File: src/rtl/serial_adder.sv
// serial_adder: bit-serial a + b + carry_in through one full-adder cell.
// One operand bit pair per clock, LSB first, valid/ready on both sides.
module serial_adder #(
  parameter int WIDTH = 14
) (
  input  logic             clk,
  input  logic             rst_n,
  input  logic             in_valid,
  output logic             in_ready,
  input  logic [WIDTH-1:0] a,
  input  logic [WIDTH-1:0] b,
  input  logic             carry_in,
  output logic             out_valid,
  input  logic             out_ready,
  output logic [WIDTH-1:0] sum,
  output logic             carry_out
);

  localparam int CW = $clog2(WIDTH);
  localparam logic [CW-1:0] LAST = CW'(WIDTH - 1);
  localparam logic [CW-1:0] ONE  = CW'(1);

  typedef enum logic [1:0] {
    IDLE,
    BUSY,
    DONE
  } state_t;

  state_t state_q;
  state_t state_d;

  logic [WIDTH-1:0] a_q;
  logic [WIDTH-1:0] b_q;
  logic [WIDTH-1:0] s_q;
  logic             c_q;
  logic [CW-1:0]    cnt_q;

  logic fa_s;
  logic fa_c;
  logic accept;
  logic last;

  assign fa_s = a_q[0] ^ b_q[0] ^ c_q;
  assign fa_c = (a_q[0] & b_q[0])
              | (a_q[0] & c_q)
              | (b_q[0] & c_q);

  assign in_ready  = (state_q == IDLE);
  assign out_valid = (state_q == DONE);
  assign accept    = in_valid & in_ready;
  assign last      = (cnt_q == LAST);

  assign sum       = s_q;
  assign carry_out = c_q;

  // State register; reset wins over any handshake on the same edge.
  always_ff @(posedge clk) begin
    if (!rst_n) begin
      state_q <= IDLE;
    end else begin
      state_q <= state_d;
    end
  end

  // Next-state decode: accept in IDLE, step WIDTH bits, hold result.
  always_comb begin
    state_d = state_q;
    unique case (state_q)
      IDLE: begin
        if (accept) state_d = BUSY;
      end
      BUSY: begin
        if (last) state_d = DONE;
      end
      DONE: begin
        if (out_ready) state_d = IDLE;
      end
      default: state_d = IDLE;
    endcase
  end

  // Operand, sum and carry shift registers plus bit counter.
  always_ff @(posedge clk) begin
    if (!rst_n) begin
      a_q   <= '0;
      b_q   <= '0;
      s_q   <= '0;
      c_q   <= 1'b0;
      cnt_q <= '0;
    end else begin
      unique case (1'b1)
        (state_q == IDLE): begin
          if (accept) begin
            a_q   <= a;
            b_q   <= b;
            s_q   <= '0;
            c_q   <= carry_in;
            cnt_q <= '0;
          end
        end
        (state_q == BUSY): begin
          a_q   <= {1'b0, a_q[WIDTH-1:1]};
          b_q   <= {1'b0, b_q[WIDTH-1:1]};
          s_q   <= {fa_s, s_q[WIDTH-1:1]};
          c_q   <= fa_c;
          cnt_q <= cnt_q + ONE;
        end
        default: begin
        end
      endcase
    end
  end

endmodule

File: config.mk
export PLATFORM = sky130hd
export DESIGN_NAME = serial_adder
export DESIGN_NICKNAME = d
export VERILOG_FILES = /design/src/rtl/serial_adder.sv
export SDC_FILE = /design/constraint.sdc
export NUM_CORES = 1
export LEC_CHECK = 0
export ABC_CLOCK_PERIOD_IN_PS = 1500
export BUFFER_PORTS_ARGS = -buffer_cell sky130_fd_sc_hd__buf_2
export CAP_MARGIN = 15
export CORE_AREA = 2 2 86 88
export DETAILED_ROUTE_END_ITERATION = 6
export DIE_AREA = 0 0 88 90
export MAX_ROUTING_LAYER = met4
export PLACE_DENSITY = 0.51
export SLEW_MARGIN = 20
export SYNTH_ARGS = -nofsm -noshare
export SYNTH_HDL_FRONTEND = slang
export SYNTH_SLANG_ARGS = --single-unit
File: constraint.sdc
create_clock -name clk -period 1.5 [get_ports clk]
set_input_delay 0.225 -clock clk [delete_from_list [all_inputs] [get_ports clk]]
set_output_delay 0.225 -clock clk [all_outputs]
set_load 0.01 [all_outputs]
==> impl_metrics.ini <==
[route]
route.antenna.remaining_nets = 0
route.detailed.vias_per_inst = 4.87
wire_length_per_cell_um = 13.1
total_detailed_routing_wirelength_mm = 5.08
total_number_of_vias = 1888
remaining_drc_errors = 0
drt-initial-drc-count = 82
detail_route.first_pass.iterations = 5

[logic_synthesis]
postSynthCellCount = 246
ys.warnings.count = 0
yosysSeqAreaShare_pct = 43.6
yosys_register_bits = 49
synthesis.area_per_instance_sq_um = 9.15
syn-cell-area_sq_um = 2250
yosys.area.top_type = sky130_fd_sc_hd__dfxtp_1
synthesis.nets = 282
netlist_top_cells_area = sky130_fd_sc_hd__dfxtp_1 (44%), sky130_fd_sc_hd__o221a_2 (13%), sky130_fd_sc_hd__nor2_1 (7.3%)
synth_top_area_share_pct = 43.6
yosysUniqueCellTypes = 33

[worst_setup_path]
critical_path_arrival_ns = 1.13
startpoint_type = flop
critical_path.max_fanout = 23
critPathCaptureType = output pin
worst_ep_required_time_ns = 1.27
crit_type = flop to output pin

[clock_network]
clock-sinks = 49
clk_pin_slew_ns = 0.09
tritoncts = done
clock_latency_late_sink_ns = 0.29
numCtsBuffers = 5
cts_buffer_depth = 2
htree_levels = 2
root_buffer = sky130_fd_sc_hd__clkbuf_8
post_cts_buffers = 0

[floorplan]
fp.coreArea_sq_um = 7020
row_count = 31
design.portCount = 50
die_area_sq_um = 7920
initial_core_util_pct = 32.1
floorplan.die.width_um = 88
fp.dieH_um = 90

[finish]
area_growth_syn_to_layout_pct = 19.5
insertedDiodeCount = 0
finalInstanceArea_sq_um = 2690
final_common_cell = sky130_fd_sc_hd__buf_2
most_frequent_cells_in_the_layout = sky130_fd_sc_hd__buf_2 (49), sky130_fd_sc_hd__dfxtp_1 (47), sky130_fd_sc_hd__nor2_1 (43)
nets = 324
fillerInstances = 760
multiInputGateArea_sq_um = 1100
post_route_cells_drive_above_1_share_pct = 34.3
area.sequential_sq_um = 983
stdcell_count = 388

[run_status]
run_status = finished clean

[hold_path]
hp-class = input port to flop

[place]
place.port_buffers = 49
dp_cells = 380
place.gp.congestion = 0.743
detailedPlacementHpwl_mm = 3.21
placedInstanceArea_sq_um = 2590

[global_route]
antenna_violations_before_repair = 0
grt-ovfl-total = 0
track_usage_pct = 13.6
largest_net_degree_at_the_start_of_global_routing = 50
grt_pass1_vias = 1842
grt_first_pass_wirelength_mm = 8.58

[power]
irDropWorstVdd_mv = 0.349
power.leakage_nw = 1.13
power.density_cell_area_nw_per_um2 = 958

[timing]
timing.setup.tns_ns = 0
clock_skew_ns = 0.00370
relSlewSlack_pct = 57.7
min_period_ns = 1.36
setup_violations = 0
fmax_ghz = 0.736
final_min_period_over_clock_period_pct = 90.6
final-hold-violation-count = 0
transition_time_of_the_tightest_slew_check_pin_ns = 0.634
report.final.slew_viol_count = 0
rsz0062_at_grt = false

[flow_run]
max-cap-violations = 0
-- cell type report --
| type | instances | area share (%) |
|---|---|---|
| Sequential cell | 49 | 36.6 |
| Tap cell | 99 | 4.61 |
| Inverter | 7 | 0.977 |
| Clock inverter | 2 | 0.372 |
| Multi-Input combinational cell | 166 | 41.0 |
| Timing Repair Buffer | 59 | 13.8 |
| Clock buffer | 6 | 2.70 |
-- critical path, stage by stage (launching register included) --
cell                      delay, ns
sky130_fd_sc_hd__dfxtp_2       0.37
sky130_fd_sc_hd__buf_12        0.17
sky130_fd_sc_hd__nor2b_1       0.16
sky130_fd_sc_hd__buf_2         0.15
-- cells in the mapped netlist (all sizes together) --
| cell type | number |
|---|---|
| a211oi | 1 |
| a21oi | 29 |
| a22oi | 13 |
| a2bb2oi | 2 |
| a31oi | 1 |
| a32oi | 2 |
| and2b | 1 |
| and3 | 1 |
| buf | 19 |
| clkbuf | 5 |
| dfxtp | 49 |
| fa | 1 |
| ha | 2 |
| inv | 7 |
| nand2 | 4 |
| nand2b | 1 |
| nand3 | 2 |
| nand4 | 1 |
| nor2 | 44 |
| nor2b | 26 |
| nor3b | 3 |
| o21a | 1 |
| o21ai | 1 |
| o21ba | 1 |
| o21bai | 1 |
| o221a | 26 |
| o32a | 1 |
| or3 | 1 |
-- cell families after synthesis --
logic type / count (synthesis) / share of synthesized area, %
and+or+nand+nor: 84 / 18.5
AOI/OAI and AO/OA: 79 / 28.4
DFF: 49 / 43.6
buffers and inverters: 31 / 7.56
adders and majority gates: 3 / 2.00
-- registers in the layout, indices dropped and copies added, names as in the netlist --
signal	cells
carry_out	1
state_q	2
sum	14
a_q	14
cnt_q	4
b_q	14
-- final timing paths --
kind                to  cells after the start  slack (ns)       start
min            a_q[13]                      3        0.19       a[13]
max          out_valid                      3        0.14  state_q[1]
min reg2reg    a_q[13]                      2        0.50     a_q[13]
max reg2reg    sum[13]                      4        0.23   carry_out
-- per-layer routing --
layer	vias to the layer above	global-route usage [%]	wire, um
li1	959	-	-
met1	885	18.8	2650
met2	40	20.1	2140
met3	4	3.49	254
met4	0	3.08	38
met5	-	-	0
-- per-stage QoR --
stage	power, mW	util (%)	setup slack (ns)	hold slack (ns)
2_1_floorplan	1.74	-	0.218	0.397
3_3_place_gp	1.86	36.9	0.264	0.478
3_5_place_dp	1.87	36.9	0.229	0.485
4_1_cts	2.62	38.1	0.0194	0.189
5_1_grt	2.73	38.3	0.0355	0.215
6_report	2.58	38.3	0.140	0.195
-- repair_timing --
| item | CTS | global route |
|---|---|---|
| gates resized for setup | 1 | 4 |
| endpoints found under the setup margin | 1 | 2 |
| pin swaps | 0 | 0 |
| hold buffers | 0 | 0 |
-- where the power goes --
| part | leakage [nW] | switching (mW) | internal, mW |
|---|---|---|---|
| Combinational | 0.680 | 0.201 | 0.209 |
| Sequential | 0.403 | 0.0443 | 1.38 |
| Clock | 0.0450 | 0.420 | 0.324 |
No activity file was read; power rests on OpenSTA's default activity.
